### src/rtl/loss_pkg.sv
// loss_pkg: shared definitions for the batch mean-squared-error block.
//   loss_state_e : batch FSM states (ACCUM -> DRAIN -> HOLD -> ACCUM)
//   sq_width     : width of an unsigned square of a (pred_w+1)-bit signed difference
//   mean_width   : width of the mean after dividing the accumulator by 2^log2_batch
//   max_int      : helper for derived widths
package loss_pkg;

  typedef enum logic [1:0] {
    ST_ACCUM = 2'd0,
    ST_DRAIN = 2'd1,
    ST_HOLD  = 2'd2
  } loss_state_e;

  function automatic int sq_width(input int pred_w);
    return 2 * (pred_w + 1);
  endfunction

  function automatic int mean_width(input int acc_w, input int log2_batch);
    return acc_w - log2_batch;
  endfunction

  function automatic int max_int(input int a, input int b);
    return (a > b) ? a : b;
  endfunction

endpackage

### src/rtl/sq_err_unit.sv
// sq_err_unit: two-stage squared-error pipeline.
//   S1 registers diff = predicted - target (signed, PRED_W+1 bits).
//   S2 registers sq = diff*diff (unsigned, SQ_W bits).
// Ports:
//   clk_i, rst_i      clock, asynchronous active-low reset
//   flush_i           synchronous drop of both stage valids
//   accept_i          a sample is taken this cycle (loads S1)
//   target_i          target value (unsigned, TGT_W)
//   predicted_i       predicted value (unsigned, PRED_W)
//   busy_o            either stage holds a valid sample
//   sq_valid_o, sq_o  S2 output
module sq_err_unit
  import loss_pkg::*;
#(
  parameter int PRED_W = 21,
  parameter int TGT_W  = 4,
  localparam int SQ_W  = sq_width(PRED_W)
) (
  input  logic              clk_i,
  input  logic              rst_i,
  input  logic              flush_i,
  input  logic              accept_i,
  input  logic [TGT_W-1:0]  target_i,
  input  logic [PRED_W-1:0] predicted_i,
  output logic              busy_o,
  output logic              sq_valid_o,
  output logic [SQ_W-1:0]   sq_o
);

  logic signed [PRED_W:0] diff_d;
  logic signed [PRED_W:0] s1_diff_q;
  logic                   s1_valid_q;
  logic signed [SQ_W-1:0] diff_ext;
  logic signed [SQ_W-1:0] sq_d;
  logic [SQ_W-1:0]        s2_sq_q;
  logic                   s2_valid_q;

  // Both operands are zero-extended to PRED_W+1 so the result is a true signed difference.
  assign diff_d = $signed({1'b0, predicted_i}) - $signed({{(PRED_W + 1 - TGT_W){1'b0}}, target_i});

  // Sign-extend to full product width so the multiply is width-matched and exact.
  assign diff_ext = {{(PRED_W + 1){s1_diff_q[PRED_W]}}, s1_diff_q};
  assign sq_d     = diff_ext * diff_ext;

  always_ff @(posedge clk_i or negedge rst_i) begin
    if (!rst_i) begin
      s1_valid_q <= 1'b0;
      s1_diff_q  <= '0;
      s2_valid_q <= 1'b0;
      s2_sq_q    <= '0;
    end else if (flush_i) begin
      s1_valid_q <= 1'b0;
      s2_valid_q <= 1'b0;
    end else begin
      s1_valid_q <= accept_i;
      if (accept_i) s1_diff_q <= diff_d;
      s2_valid_q <= s1_valid_q;
      if (s1_valid_q) s2_sq_q <= SQ_W'(sq_d);
    end
  end

  assign busy_o     = s1_valid_q | s2_valid_q;
  assign sq_valid_o = s2_valid_q;
  assign sq_o       = s2_sq_q;

endmodule

### src/rtl/mse_batch_loss.sv
// mse_batch_loss: mean squared error over batches of 2^LOG2_BATCH samples.
// Ports:
//   clk_i, rst_i                  clock, asynchronous active-low reset
//   clear_i                       synchronous batch flush, overrides everything
//   in_valid_i, in_ready_o        sample handshake; target_i / predicted_i carry the sample
//   loss_valid_o, loss_ready_i    mean handshake; loss_o is the batch mean
//   ovf_o                         accumulator overflowed in this batch (saturating build only)
//   state_o                       current FSM state, for observation
// Handshakes: a transfer happens on a rising edge where valid and ready are both 1;
// valid holds its payload until that edge. clear_i cancels any transfer in its cycle.
// Build option: define LOSS_SATURATE_EN to clamp the accumulator and report ovf_o;
// otherwise the accumulator wraps and ovf_o is tied low.
module mse_batch_loss
  import loss_pkg::*;
#(
  parameter int PRED_W     = 21,
  parameter int TGT_W      = 4,
  parameter int LOG2_BATCH = 3,
  parameter int ACC_W      = 48
) (
  input  logic                                        clk_i,
  input  logic                                        rst_i,
  input  logic                                        clear_i,
  input  logic                                        in_valid_i,
  output logic                                        in_ready_o,
  input  logic [TGT_W-1:0]                            target_i,
  input  logic [PRED_W-1:0]                           predicted_i,
  output logic                                        loss_valid_o,
  input  logic                                        loss_ready_i,
  output logic [mean_width(ACC_W, LOG2_BATCH)-1:0]    loss_o,
  output logic                                        ovf_o,
  output loss_state_e                                 state_o
);

  localparam int SQ_W   = sq_width(PRED_W);
  localparam int SUM_W  = max_int(ACC_W, SQ_W) + 1;
  localparam int MEAN_W = mean_width(ACC_W, LOG2_BATCH);
  localparam int CNT_W  = LOG2_BATCH + 1;
  localparam int BATCH  = 1 << LOG2_BATCH;

  loss_state_e         state_q, state_d;
  logic [CNT_W-1:0]    count_q;
  logic [ACC_W-1:0]    acc_q, acc_add;
  logic [SUM_W-1:0]    sum_d;
  logic [MEAN_W-1:0]   loss_q;
  logic                accept, busy, sq_valid, batch_done, drain_done;
  logic [SQ_W-1:0]     sq;

  assign accept     = in_valid_i && in_ready_o && !clear_i;
  assign batch_done = (state_q == ST_HOLD) && loss_ready_i && !clear_i;
  assign drain_done = (state_q == ST_DRAIN) && !busy;

  sq_err_unit #(
    .PRED_W (PRED_W),
    .TGT_W  (TGT_W)
  ) u_sq_err_unit (
    .clk_i       (clk_i),
    .rst_i       (rst_i),
    .flush_i     (clear_i),
    .accept_i    (accept),
    .target_i    (target_i),
    .predicted_i (predicted_i),
    .busy_o      (busy),
    .sq_valid_o  (sq_valid),
    .sq_o        (sq)
  );

  // FSM state register
  always_ff @(posedge clk_i or negedge rst_i) begin
    if (!rst_i) state_q <= ST_ACCUM;
    else        state_q <= state_d;
  end

  // FSM next state
  always_comb begin
    state_d = state_q;
    if (clear_i) begin
      state_d = ST_ACCUM;
    end else begin
      case (state_q)
        ST_ACCUM: if (accept && (count_q == CNT_W'(BATCH - 1))) state_d = ST_DRAIN;
        ST_DRAIN: if (!busy) state_d = ST_HOLD;
        ST_HOLD:  if (loss_ready_i) state_d = ST_ACCUM;
        default:  state_d = ST_ACCUM;
      endcase
    end
  end

  // FSM outputs: in_ready is a pure state decode; loss_valid is withdrawn under clear
  // so no mean can be consumed in a flush cycle.
  always_comb begin
    in_ready_o   = (state_q == ST_ACCUM);
    loss_valid_o = (state_q == ST_HOLD) && !clear_i;
  end

  assign state_o = state_q;

  always_ff @(posedge clk_i or negedge rst_i) begin
    if (!rst_i)                   count_q <= '0;
    else if (clear_i || batch_done) count_q <= '0;
    else if (accept)              count_q <= count_q + 1'b1;
  end

  // One bit wider than either operand so a carry out of ACC_W is always visible.
  assign sum_d = SUM_W'(acc_q) + SUM_W'(sq);

`ifdef LOSS_SATURATE_EN
  logic sat;
  logic ovf_q;

  assign sat     = (sum_d >> ACC_W) != '0;
  assign acc_add = sat ? '1 : ACC_W'(sum_d);

  always_ff @(posedge clk_i or negedge rst_i) begin
    if (!rst_i)                     ovf_q <= 1'b0;
    else if (clear_i || batch_done) ovf_q <= 1'b0;
    else if (sq_valid && sat)       ovf_q <= 1'b1;
  end

  assign ovf_o = ovf_q;
`else
  assign acc_add = ACC_W'(sum_d);
  assign ovf_o   = 1'b0;
`endif

  always_ff @(posedge clk_i or negedge rst_i) begin
    if (!rst_i)                     acc_q <= '0;
    else if (clear_i || batch_done) acc_q <= '0;
    else if (sq_valid)              acc_q <= acc_add;
  end

  // Pipeline is empty in the drain-exit cycle, so acc_q already includes the last sample.
  always_ff @(posedge clk_i or negedge rst_i) begin
    if (!rst_i)                       loss_q <= '0;
    else if (drain_done && !clear_i)  loss_q <= MEAN_W'(acc_q >> LOG2_BATCH);
  end

  assign loss_o = loss_q;

endmodule

### config.mk
export PLATFORM = sky130hd
export DESIGN_NAME = mse_batch_loss
export DESIGN_NICKNAME = d
export VERILOG_FILES = /design/src/rtl/loss_pkg.sv /design/src/rtl/sq_err_unit.sv /design/src/rtl/mse_batch_loss.sv
export SDC_FILE = /design/constraint.sdc
export NUM_CORES = 2
export LEC_CHECK = 0
export ABC_AREA = 1
export ABC_CLOCK_PERIOD_IN_PS = 11400
export CORE_UTILIZATION = 54
export CTS_BUF_LIST = sky130_fd_sc_hd__clkbuf_4
export CTS_CLUSTER_DIAMETER = 120
export CTS_CLUSTER_SIZE = 40
export DETAILED_ROUTE_END_ITERATION = 6
export DONT_BUFFER_PORTS = 1
export PLACE_DENSITY_LB_ADDON = 0.15
export SLEW_MARGIN = 15
export SYNTH_ARGS = -nofsm -noshare
export SYNTH_HDL_FRONTEND = slang
export SYNTH_SLANG_ARGS = --single-unit
### constraint.sdc
create_clock -name clk_i -period 11.4 [get_ports clk_i]
set_input_delay 2.85 -clock clk_i [delete_from_list [all_inputs] [get_ports clk_i]]
set_output_delay 2.85 -clock clk_i [all_outputs]
set_load 0.02 [all_outputs]
# After elaboration in Yosys (flattened, before gate mapping)
# Index checks and enable logic that the tools add are counted.
# totals
elab_cells	48
regBits	167
output_inout_bits	50
inputBits	30
# op_classes
n_eq_ne	6
n_reduce_logical	17
n_mux	11
bitwise	2
add_sub_neg	3
mul	1
# ops
operator	n
$mux W48	2
$add A48 B44 Y48	1
$mul A22 B22 Y44	1
$sub A21 B4 Y22	1
$logic_and A1 B1 Y1	8
$mux W2	4
$mux W4	2
$ne A3 B3 Y1 const B	2
$pmux W2 S3	1
$add A4 B1 Y4 const B	1
$eq A4 B3 Y1 const B	1
$reduce_and A2 Y1	2
$reduce_bool A2 Y1	2
$ne A3 B2 Y1 const B	1
$reduce_and A3 Y1	1
$eq A2 B1 Y1 const B	1
$eq A2 B2 Y1 const B	1
$logic_not A1 Y1	2
$logic_not A2 Y1	1
$mux W1	2
$logic_or A1 B1 Y1	1
$not A1 Y1	1
$or A1 B1 Y1	1

# Depth between registers and ports, before layout
# depth
depth_word	7
ltp_mapped	32
ltp_nobuf	30

# Modules after synthesis
# From an unflattened synthesis, not the netlist that was laid out.
# unflattened
cells_unflattened	3784
area_unflattened_um2	28327.2
# by_module_without_submodules
module	area_each_um2	cells_per_inst	n_inst	seq_area_each_um2
sq_err_unit	20636.0	2579	1	1676.6
mse_batch_loss	7691.1	1205	1	2477.4

# Worst setup path after synthesis
# Ideal clock, no wire load.
# synth_timing
kind	register -> register
from	register u_sq_err_unit.s1_diff_q[21]
to	register u_sq_err_unit.s2_sq_q[43], in the netlist u_sq_err_unit.sq_o[43]
arrival_ns	6.288
slack_ns	4.994
path_buffers	2
setup_ns	0.117
synth_period_minus_slack_ns	6.406
stages_incl_launch_ff	27
t_required_ns	11.283
path_cell_list	dfrtp_1 > clkbuf_1 > buf_1 > nand2_1 > fa_1 > inv_1 > fa_1 > inv_1 > fa_1 > inv_1 > fa_1 > fa_1 > inv_1 > fa_1 > fa_1 > inv_1 > ha_1 > inv_1 > nor3_1 > nand2_1 > nor2_1 > nand2_1 > nor2_2 > nand3b_1 > nand2_1 > nand3_1 > nand2_1
# synth_between
elab_chain_len	1
# synth_lines
item	line	text
start: declaration	sq_err_unit.sv:31	logic signed [PRED_W:0] s1_diff_q;
start signal: assignment	sq_err_unit.sv:56	if (accept_i) s1_diff_q <= diff_d;
$mul A22 B22 Y44	sq_err_unit.sv:43	assign sq_d = diff_ext * diff_ext;
end signal: assignment	sq_err_unit.sv:58	if (s1_valid_q) s2_sq_q <= SQ_W'(sq_d);
end: declaration	sq_err_unit.sv:35	logic [SQ_W-1:0] s2_sq_q;
# Every way passes these cells.
# A chain may end at the register's enable or synchronous reset.

# Final worst setup path
# layout_timing
from	register u_sq_err_unit.s1_diff_q[1]
to	register u_sq_err_unit.s2_sq_q[43], in the netlist u_sq_err_unit.sq_o[43]
# The elaborated chain is that of the path after synthesis.

==> out/results.ini <==
[logic_synthesis]
synthesis.instances=3794
yosys.area.top_type=fa_1
netlist_area_um2=28250
ys_seq_area_share_pct=14.71
synthArstFlopShare_pct=100.0
synthDominantCellAreaShare_pct=32.60
synthFlopType=dfrtp_1
syn_avg_cell_area_um2=7.445
synth_edf_count=0
synth_warnings=0
synth-seq-cells=166
yosys-top-cells-area=fa_1, nand2_1, dfrtp_1
synth_nets=4474
ys_types=47

[grt]
antenna_found_initial=2
grt_overflow=0
grt_use_total_pct=29.03
grt_pass1_wl_um=119200
grt_pass1_vias=22858
grt_max_degree=167

[sta]
max_clock_freq_ghz=0.1389
worst_hold_slack_ns=0.4908
worst_slew_pin_slew_ns=0.9968
finalClockSkew_ns=0.05825
period_share_pct=63.15
finalCriticalPeriod_ns=7.199
setup_viol=0
setup_tns_ns=0
rsz0062_at_grt=false
slew_headroom_pct=33.55
drv_slew=0
final_hold_viol_count=0

[critical_path]
startpoint_type=flop
cp_data_arrival_time_ns=7.83
worstSetupPathType=reg2reg
required_ns=12.03
endpoint_kind=flop
crit_fanout=25

[cts]
cts_root_buf=clkbuf_4
clock_latency_ns=0.77
h-tree-depth=4
cts_made_buffers=17
cts_setup_buffers=0
cts_tree=done
ctsHoldBuffers=0
cts_sinks=166
clk_path_buf_depth=2
postCtsResizedCells=0
cts.clk_slew.worst_paths_ns=0.21

[layout]
postLayoutCellArea_um2=29290
areaGrowthSynthToFinish_pct=3.685
fill_cells=5093
drive_gt1_share_pct=4.584
final_cell_mix=nand2_1, inv_1, fa_1
fin_nets=4441
layout_commonest_cell=nand2_1

[routing]
routed_wl_um=72980
drt-vias-per-instance=5.005
drt_first_iter_violations=1323
avgRoutedWirePerCell_um=16.37
drt-pass1-iter-count=5
drc=0
via_count=22314
antenna_left=0

[placed_design]
gp_congestion=0.9777
portBuffers=0
place_area_um2=28980
hpwl_um=61350

[outcome]
status=completed

[floorplan]
io_pins=80
dieArea_um2=53220
die_y_um=230.7
fp-row-count=83
die_w_um=230.7
floorplan.initialDensity_pct=54.84
core-area_um2=51510

[min_path]
hold_path_class=reg2reg

[run]
drv_cap=0

==> Yosys cell counts, types with 11 or more instances <==
master and number:
a21oi_1 83, clkbuf_1 63, dfrtp_1 166, fa_1 460
ha_1 190, inv_1 1025, inv_2 17, mux2_2 21
nand2_1 1115, nand2_2 21, nand3_1 136, nand3b_1 15
nand4_1 26, nor2_1 189, nor2_2 24, nor3_1 14
o21ai_0 96, o22ai_1 12, xnor2_1 16, xor2_1 11
==> layer usage <==
metal / track usage, % / wire length (um) / vias to the layer above
met4: 11.30 / 2622 / 0
met1: 37.31 / 31770 / 10588
met2: 49.60 / 34750 / 561
met3: 3.965 / 3840 / 135
li1: - / - / 11030
met5: 0 / 0 / -
==> critical path: stages, from the launching register on <==
cell and delay (ns):
dfrtp_1 1.01, nand2_1 0.22, inv_1 0.19, fa_1 0.44
fa_1 0.56, fa_1 0.92, inv_1 0.17, fa_1 0.51
inv_1 0.05, fa_1 0.43, fa_1 0.51, inv_1 0.05
fa_1 0.47, inv_1 0.04, ha_1 0.38, nand2_1 0.13
nor2_1 0.20, nand2_1 0.13, nor2_1 0.15, nand2_1 0.08
nor2_2 0.09, nand3b_1 0.11, nand2_1 0.05, nand3_1 0.07
nand2_1 0.05
==> metrics by stage <==
stage	cells	setup WS (ns)	util [%]
floorplan	3794	4.994	-
global placement	4422	4.393	56.27
detailed placement	4422	4.246	56.27
CTS	4454	4.174	56.84
global route	4456	3.741	56.85
finish	4458	4.201	56.86
==> flip-flops by register name, indices dropped and copies added (netlist names) <==
signal	flops
u_sq_err_unit.s1_valid_q	1
u_sq_err_unit.s1_diff_q	22
count_q	4
state_o	2
u_sq_err_unit.sq_o	43
u_sq_err_unit.sq_valid_o	1
acc_q	48
loss_o	45
==> kinds of logic (layout without fill, tap and decap cells) <==
| logic type | count (synthesis) | after routing | share of synthesized area, % |
|---|---|---|---|
| mux | 21 | 21 | 0.8372 |
| other cells | 1 | 5 | 0.01328 |
| flops | 166 | 166 | 14.71 |
| simple gates | 1581 | 1581 | 23.24 |
| fa+ha+maj | 650 | 650 | 41.02 |
| compound gates | 230 | 230 | 4.439 |
| xor+xnor | 27 | 27 | 0.8372 |
| buf+inv | 1118 | 1098 | 14.91 |
==> final timing paths <==
check / startpoint / to / slack, ns / cells past startpoint
min in group asynchronous: rst_i / loss_o[0] / 1.75 / 0
max in group asynchronous: rst_i / acc_q[21] / 9.20 / 0
hold reg to reg: count_q[3] / count_q[3] / 0.49 / 1
setup / recovery: u_sq_err_unit.s1_diff_q[1] / u_sq_err_unit.sq_o[43] / 4.20 / 24
setup reg to reg: u_sq_err_unit.s1_diff_q[1] / u_sq_err_unit.sq_o[43] / 4.20 / 24
hold / removal: count_q[3] / count_q[3] / 0.49 / 1
==> final cells by class <==
cell class / count / area [um^2] / area share [%]
multi-input cells: 2510 / 19890 / 67.91
flip-flops and latches: 166 / 4154 / 14.18
inverters: 1042 / 3911 / 13.35
well taps: 680 / 850.8 / 2.905
repair buffers: 24 / 180.2 / 0.6152
clock inverters: 14 / 157.7 / 0.5383
clock buffers: 18 / 135.1 / 0.4614
diodes: 4 / 10.01 / 0.03418
Power is not shown: default switching activity piles up to over one toggle a cycle in this logic, so the estimate is an artifact.
